### src/rtl/card_uart_pkg.sv
// Shared state type, frame bit indices and bit/parity helpers for the card-side UART.
package card_uart_pkg;

    typedef enum logic [2:0] {
        IDLE,
        RX_BITS,
        RX_ERRSIG,
        RX_GUARD,
        TX_BITS,
        TX_CHECK,
        TX_GUARD
    } uartState_t;

    localparam logic [3:0] START_IDX  = 4'd0;
    localparam logic [3:0] PARITY_IDX = 4'd9;
    localparam logic [3:0] STOP_IDX   = 4'd10;
    localparam logic [3:0] GUARD_ETU  = 4'd12;

    // Parity bit that makes data+parity hold an odd (oddParity=1) or even count of ones.
    function automatic logic parityBit(input logic [7:0] data, input logic oddParity);
        return (^data) ^ oddParity;
    endfunction

    function automatic logic [7:0] bitReverse(input logic [7:0] d);
        logic [7:0] r;
        for (int i = 0; i < 8; i++) begin
            r[i] = d[7-i];
        end
        return r;
    endfunction

    // Line level of frame bit idx: start, data in the selected order, parity, then idle.
    function automatic logic charBit(input logic [7:0] data, input logic [3:0] idx,
                                     input logic msbFirst, input logic oddParity,
                                     input logic startBit);
        logic [3:0] pos;
        logic       bitVal;
        pos = msbFirst ? (4'd8 - idx) : (idx - 4'd1);
        if (idx == START_IDX) begin
            bitVal = startBit;
        end else if (idx == PARITY_IDX) begin
            bitVal = parityBit(data, oddParity);
        end else if (idx < PARITY_IDX) begin
            bitVal = data[pos[2:0]];
        end else begin
            bitVal = ~startBit;
        end
        return bitVal;
    endfunction

endpackage

### src/rtl/card_etu_timer.sv
// ETU timer shared by receive and transmit: cycle-within-ETU counter, ETU index and
// the half-bit / end-of-ETU strobes derived from them.
module card_etu_timer #(
    parameter int CLOCK_PER_BIT_WIDTH = 13
) (
    input  logic                           clk,
    input  logic                           reset,
    input  logic                           run,
    input  logic                           start,
    input  logic                           skipFirst,
    input  logic [CLOCK_PER_BIT_WIDTH-1:0] clocksPerBit,
    output logic [3:0]                     bitIdx,
    output logic                           halfStrobe,
    output logic                           preHalfStrobe,
    output logic                           etuEnd
);

    logic [CLOCK_PER_BIT_WIDTH-1:0] etuCnt;
    logic [CLOCK_PER_BIT_WIDTH-1:0] halfPoint;

    assign halfPoint     = clocksPerBit >> 1;
    assign halfStrobe    = (etuCnt == halfPoint);
    assign preHalfStrobe = (etuCnt == halfPoint - CLOCK_PER_BIT_WIDTH'(1));
    assign etuEnd        = (etuCnt == clocksPerBit - CLOCK_PER_BIT_WIDTH'(1));

    // skipFirst makes the start cycle itself count as t=0 of the character.
    always_ff @(posedge clk) begin
        if (reset) begin
            etuCnt <= '0;
            bitIdx <= '0;
        end else if (start) begin
            etuCnt <= CLOCK_PER_BIT_WIDTH'(skipFirst);
            bitIdx <= '0;
        end else if (!run) begin
            etuCnt <= '0;
            bitIdx <= '0;
        end else if (etuEnd) begin
            etuCnt <= '0;
            bitIdx <= bitIdx + 4'd1;
        end else begin
            etuCnt <= etuCnt + CLOCK_PER_BIT_WIDTH'(1);
        end
    end

endmodule

### src/rtl/card_half_duplex_uart.sv
// Card-side half-duplex ISO7816-3 character UART. Define CARD_ERROR_SIGNAL_EN to add
// T=0 error signalling on received parity errors and retransmission on reader errors.
module card_half_duplex_uart
    import card_uart_pkg::*;
#(
    parameter int   CLOCK_PER_BIT_WIDTH = 13,
    parameter int   MAX_RETRY           = 3,
    parameter logic START_BIT           = 1'b0
) (
    input  logic                           clk,
    input  logic                           reset,
    input  logic                           serialIn,
    output logic                           serialOut,
    output logic                           isTx,
    input  logic [CLOCK_PER_BIT_WIDTH-1:0] clocksPerBit,
    input  logic [7:0]                     extraGuard,
    input  logic                           oddParity,
    input  logic                           msbFirst,
    input  logic [7:0]                     txData,
    input  logic                           txStart,
    output logic                           txReady,
    output logic                           txDone,
    output logic                           txFail,
    output logic [7:0]                     rxData,
    output logic                           rxValid,
    output logic                           rxParityError
);

    uartState_t state, nextState;
    logic       timerStart, timerSkip, timerRun;
    logic [3:0] bitIdx;
    logic       halfStrobe, preHalfStrobe, etuEnd;
    logic [7:0] txLatch, rxShift;
    logic       rxParBad, txErr, retryLeft, errSigOn;
    logic [8:0] guardEtu;
    logic       guardEnd;

    assign timerRun = (state != IDLE);
    assign guardEnd = (state == TX_GUARD) && etuEnd &&
                      (guardEtu == {1'b0, extraGuard} + 9'(GUARD_ETU - STOP_IDX - 4'd1));

    card_etu_timer #(.CLOCK_PER_BIT_WIDTH(CLOCK_PER_BIT_WIDTH)) etuTimer (
        .clk           (clk),
        .reset         (reset),
        .run           (timerRun),
        .start         (timerStart),
        .skipFirst     (timerSkip),
        .clocksPerBit  (clocksPerBit),
        .bitIdx        (bitIdx),
        .halfStrobe    (halfStrobe),
        .preHalfStrobe (preHalfStrobe),
        .etuEnd        (etuEnd)
    );

`ifdef CARD_ERROR_SIGNAL_EN
    localparam int RETRY_WIDTH = $clog2(MAX_RETRY + 1);
    logic [RETRY_WIDTH-1:0] retryCnt;

    assign errSigOn  = 1'b1;
    assign retryLeft = (retryCnt < RETRY_WIDTH'(MAX_RETRY));

    // A low line at the check point after our parity bit is the reader's error signal.
    always_ff @(posedge clk) begin
        if (reset) begin
            retryCnt <= '0;
            txErr    <= 1'b0;
        end else begin
            if (state == IDLE && nextState == TX_BITS) begin
                retryCnt <= '0;
            end else if (guardEnd && nextState == TX_BITS) begin
                retryCnt <= retryCnt + RETRY_WIDTH'(1);
            end
            if (state == TX_CHECK && halfStrobe) begin
                txErr <= (serialIn == START_BIT);
            end
        end
    end
`else
    assign errSigOn  = 1'b0;
    assign retryLeft = 1'b0;
    assign txErr     = 1'b0;
`endif

    always_ff @(posedge clk) begin
        if (reset) begin
            state <= IDLE;
        end else begin
            state <= nextState;
        end
    end

    // Receive shift, latched transmit byte and extra-guard ETU count.
    always_ff @(posedge clk) begin
        if (reset) begin
            txLatch  <= '0;
            rxShift  <= '0;
            rxData   <= '0;
            rxParBad <= 1'b0;
            guardEtu <= '0;
        end else begin
            if (state == IDLE && nextState == TX_BITS) begin
                txLatch <= txData;
            end
            if (state == RX_BITS && halfStrobe) begin
                if (bitIdx >= 4'd1 && bitIdx <= 4'd8) begin
                    rxShift <= {serialIn, rxShift[7:1]};
                end
                if (bitIdx == PARITY_IDX) begin
                    rxData   <= msbFirst ? bitReverse(rxShift) : rxShift;
                    rxParBad <= (parityBit(rxShift, oddParity) != serialIn);
                end
            end
            if (state == TX_CHECK) begin
                guardEtu <= '0;
            end else if (state == TX_GUARD && etuEnd) begin
                guardEtu <= guardEtu + 9'd1;
            end
        end
    end

    always_comb begin
        nextState  = state;
        timerStart = 1'b0;
        timerSkip  = 1'b0;
        case (state)
            IDLE: begin
                if (serialIn == START_BIT) begin
                    nextState  = RX_BITS;
                    timerStart = 1'b1;
                    timerSkip  = 1'b1;
                end else if (txStart) begin
                    nextState  = TX_BITS;
                    timerStart = 1'b1;
                end
            end
            RX_BITS: begin
                if (halfStrobe && bitIdx == START_IDX && serialIn != START_BIT) begin
                    nextState = IDLE;
                end else if (halfStrobe && bitIdx == STOP_IDX) begin
                    nextState = (errSigOn && rxParBad) ? RX_ERRSIG : RX_GUARD;
                end
            end
            RX_ERRSIG: begin
                if (preHalfStrobe && bitIdx == STOP_IDX + 4'd1) begin
                    nextState = RX_GUARD;
                end
            end
            RX_GUARD: begin
                if (etuEnd && bitIdx == GUARD_ETU - 4'd1) begin
                    nextState = IDLE;
                end
            end
            TX_BITS: begin
                if (etuEnd && bitIdx == PARITY_IDX) begin
                    nextState = TX_CHECK;
                end
            end
            TX_CHECK: begin
                if (halfStrobe) begin
                    nextState = TX_GUARD;
                end
            end
            TX_GUARD: begin
                if (guardEnd) begin
                    if (txErr && retryLeft) begin
                        nextState  = TX_BITS;
                        timerStart = 1'b1;
                    end else begin
                        nextState = IDLE;
                    end
                end
            end
            default: nextState = IDLE;
        endcase
    end

    always_comb begin
        serialOut     = ~START_BIT;
        isTx          = 1'b0;
        txReady       = (state == IDLE);
        txDone        = 1'b0;
        txFail        = 1'b0;
        rxValid       = 1'b0;
        rxParityError = 1'b0;
        case (state)
            RX_BITS: begin
                if (halfStrobe && bitIdx == STOP_IDX) begin
                    rxValid       = 1'b1;
                    rxParityError = rxParBad;
                    if (errSigOn && rxParBad) begin
                        isTx      = 1'b1;
                        serialOut = START_BIT;
                    end
                end
            end
            RX_ERRSIG: begin
                isTx      = 1'b1;
                serialOut = START_BIT;
            end
            TX_BITS: begin
                isTx      = 1'b1;
                serialOut = charBit(txLatch, bitIdx, msbFirst, oddParity, START_BIT);
            end
            TX_GUARD: begin
                if (guardEnd) begin
                    txDone = !txErr;
                    txFail = txErr && !retryLeft;
                end
            end
            default: ;
        endcase
    end

endmodule

### config.mk
export PLATFORM = sky130hd
export DESIGN_NAME = card_half_duplex_uart
export DESIGN_NICKNAME = d
export VERILOG_FILES = /design/src/rtl/card_uart_pkg.sv /design/src/rtl/card_etu_timer.sv /design/src/rtl/card_half_duplex_uart.sv
export SDC_FILE = /design/constraint.sdc
export NUM_CORES = 1
export LEC_CHECK = 0
export CAP_MARGIN = 20
export CORE_ASPECT_RATIO = 1.4
export CORE_UTILIZATION = 61
export DETAILED_ROUTE_END_ITERATION = 10
export PLACE_DENSITY = 0.94
export SYNTH_ARGS = -nofsm -noshare
export SYNTH_HDL_FRONTEND = slang
export SYNTH_HIERARCHICAL = 1
export SYNTH_SLANG_ARGS = --single-unit
export TNS_END_PERCENT = 100
### constraint.sdc
create_clock -name clk -period 6.9 [get_ports clk]
set_clock_uncertainty 0.2 [all_clocks]
set_input_delay 0.69 -clock clk [delete_from_list [all_inputs] [get_ports clk]]
set_output_delay 0.69 -clock clk [all_outputs]
set_load 0.005 [all_outputs]
==> results.txt <==
CP delay by family, top: simple AND/OR/NAND/NOR gates
Reg-to-reg endpoint: guardEtu[5]$_SDFFE_PP0P_
Met1 Wirelength: 4.102 mm
FF+latch count, synth: 54
Critical path endpoint: txDone
Total grt overflow: 0
ANT cells: 0
Final core utilization: 0.7220
Crit-path max cell delay: 0.60 ns
Post-Synthesis Cells: 518
Clock Latency Late Sink: 0.32 ns
Routed WL: 10.05 mm
RSZ-0062 raised after global routing: no
Number of flops mapped to enable cells by yosys: 0
Hold Path Depth: 2
Final worst-path cycle share: 0.8834
Flop2flop setup slack: 3.15 ns
Routed len/inst: 15.90 microns
Yosys Warn Count: 6
GPL Wtd Cong: 0.9539
Die H: 100.4 microns
Initial antenna violation count: 0
Die Wd: 72.27 microns
Starting Density: 0.6377
Cts bufs inserted: 5
Status: complete, no violations
Hold_buf cts: 0
1st-pass router iterations: 5
Hold_ws: 0.3054 ns
CTS clock-pin slew for the worst setup and hold paths: 0.10 ns
Peak supply drop: 0.1524 mV
Total power: 0.6726 mW
Die area: 7253 sq um
CP endpoint kind: output port
Via count: 3,892
Worst-path cell chain: clkdlybuf4s50_1 -> or4_4 -> or2_1 -> or4_4 -> a2111o_1 -> nor3_1 -> nor3b_2 -> o2111ai_1 -> a221oi_2 -> clkdlybuf4s50_1
CP max stage cell: or4_4
Syn nets: 563
Buf/Inv on CP: 2
P_leak: 1.636 nW
Power per Cell Area: 140.9 nW/um^2
Clk buf depth: 2
CP Depth: 10
Max_cap viols: 0
Number of H-tree levels: 2
Max Fanout on Critical Path: 10
Slew headroom: 0.2712
Worst Setup Start Kind: input port
Worst reg2reg startpoint: etuTimer/etuCnt[8]$_SDFF_PP0_
Nets: 584
Final HPWL DP: 7.333 mm
Crit path kind: input port to output port
Gr usage total: 0.2810
Worst Setup SP: clocksPerBit[7]
Vias in the first global route: 3,647
Final Hold Fails: 0
Post-synthesis sequential area ratio: 0.2564
Layout cell share with drive strength beyond 1: 0.05556
CTS tree: done
Slew @ Worst Pin: 1.090 ns
Clk root buf: clkbuf_8
Routed Antenna Nets: 0
Synth Cell Area: 4217 sq um
DR vias/cell: 6.158
Setup bufs post-CTS: 0
Fmax: 164.0 MHz
Ys async rst share: 0
Reg2Reg Depth: 9
Top Layer Used: met4
Final Critical Period: 6.096 ns
Io pins: 50
Setup violations, final: 0
Met2 routed WL: 5.345 mm
Core Area: 6613 sq um
Drc violations: 0
Post-synth top flop: dfxtp_1
Number of DRC markers in iteration 0: 289
Area Growth Syn to Fin: 13.23%
Clock sinks: 54
Post_cts resized: 0
Global-route wire length before repair: 16.42 mm
Crit path DAT: 5.21 ns
Sum Neg Setup Slack: 0 ns
Synth cell types: 77
Syn Area/Cell: 8.140 sq um
Fin. max-slew vios: 0
Port bufs: 48
WL met3: 394 microns
Core Rows: 35
Required time worst endpoint: 6.01 ns
Largest net degree at the start of global routing: 32
Worst min path class: flop to flop
-- Yosys cell counts, drive strengths merged, types with 9 or more instances --
library cell   n  area (sq um)
clkbuf        19         72.56
nor3          21         110.1
mux2i         28         280.3
nor2          58         217.7
ha            10         125.1
o21ai          9         45.04
xnor2         45         394.1
nand3         15         87.59
xor2          31         271.5
a211oi        10         87.58
nand2         28         105.1
inv           15         56.30
nand4         12         75.07
and3           9         56.30
nand2b         9         56.30
dfxtp         54          1081
a21oi         18         90.09
buf           17         101.3
-- logic make-up after synthesis --
logic type | after synthesis | share of synthesized area
DFF | 54 | 0.2564
muxes | 31 | 0.07448
other | 1 | 0.0008894
buffers and inverters | 51 | 0.05459
xor gates and xnor gates | 77 | 0.1635
AOI/OAI and AO/OA | 78 | 0.1365
adders and majority gates | 10 | 0.02967
and+or+nand+nor | 216 | 0.2840
-- power by group --
| group | leakage, nW | internal, mW | switching (mW) |
|---|---|---|---|
| Combinational | 1.14 | 0.0604 | 0.0649 |
| Sequential | 0.436 | 0.316 | 0.00852 |
| Clock | 0.0563 | 0.111 | 0.112 |
-- cell usage in the layout (no fill, tap or decap), drive strengths merged, types with 3 or more instances in the layout --
cell type      Yosys  layout
nor3              21      21
nand2             28      28
and2b              3       3
nand2b             9       9
and3               9       9
o211ai             3       3
a31oi              4       4
xor2              31      31
and3b              3       3
o21ai              9       9
ha                10      10
or4                8       8
nor2b              8       8
nor4b              5       5
o31ai              3       3
clkdlybuf4s50      0      48
inv               15      16
nand3b             5       5
xnor2             45      45
and2               4       4
nand4b             3       3
clkbuf            19       5
or3                8       8
dfxtp             54      54
mux2i             28      28
a21oi             18      18
mux2               3       3
nor3b              5       5
nand4             12      12
nor2              58      58
nor4               5       5
a211oi            10      10
nand3             15      15
-- layout make-up --
| cell class | instances | area, sq um |
|---|---|---|
| Timing Repair Buffer | 50 | 499.2 |
| Clock buffer | 5 | 68.82 |
| Inverter | 15 | 56.30 |
| Fill cell | 498 | 1838 |
| Multi-Input combinational cell | 413 | 2905 |
| Sequential cell | 54 | 1081 |
| Tap cell | 92 | 115.1 |
| Clock inverter | 3 | 48.80 |
-- worst min-delay path by stage --
| stage | slack, ns | start | to |
|---|---|---|---|
| after global routing | 0.34 | rxData[5]$_SDFFE_PP0P_ | rxData[5]$_SDFFE_PP0P_ |
| after detailed placement | 0.29 | rxData[5]$_SDFFE_PP0P_ | rxData[5]$_SDFFE_PP0P_ |
| final | 0.31 | rxData[5]$_SDFFE_PP0P_ | rxData[5]$_SDFFE_PP0P_ |
| after CTS | 0.31 | rxData[5]$_SDFFE_PP0P_ | rxData[5]$_SDFFE_PP0P_ |
| after floorplan | 0.27 | rxParBad$_SDFFE_PP0P_ | rxParBad$_SDFFE_PP0P_ |
| after global placement | 0.29 | rxData[6]$_SDFFE_PP0P_ | rxData[6]$_SDFFE_PP0P_ |
-- state kept, by name, indices dropped and copies added, names as in the netlist --
name / cells
state: 3
etuTimer/etuCnt: 13
rxShift: 8
guardEtu: 9
txLatch: 8
etuTimer/bitIdx: 4
rxParBad: 1
rxData: 8
-- per-stage QoR --
stage | cells | area [sq um] | worst slack, ns
6_report | 632 | 4775 | 0.8042
5_1_grt | 632 | 4775 | 0.5024
4_1_cts | 631 | 4763 | 0.8318
3_5_place_dp | 623 | 4646 | 0.8791
3_3_place_gp | 623 | 4646 | 0.9472
2_1_floorplan | 518 | 4217 | 2.290
-- worst register-to-register path, cell delays in order, from the launching register on --
cell     delay [ns]
dfxtp_1        0.50
xnor2_1        0.18
or3b_2         0.47
o311a_1        0.33
and2_0         0.26
nor3_1         0.44
nor3b_2        0.47
nand4_1        0.28
or3_1          0.42
a21oi_1        0.14
-- metal layers --
metal | up-vias | GRT usage
met4 | 0 | 0.1056
met1 | 1876 | 0.3298
met5 | - | 0
met2 | 122 | 0.5176
li1 | 1876 | -
met3 | 18 | 0.02711
(Power assumes the default switching activity.)
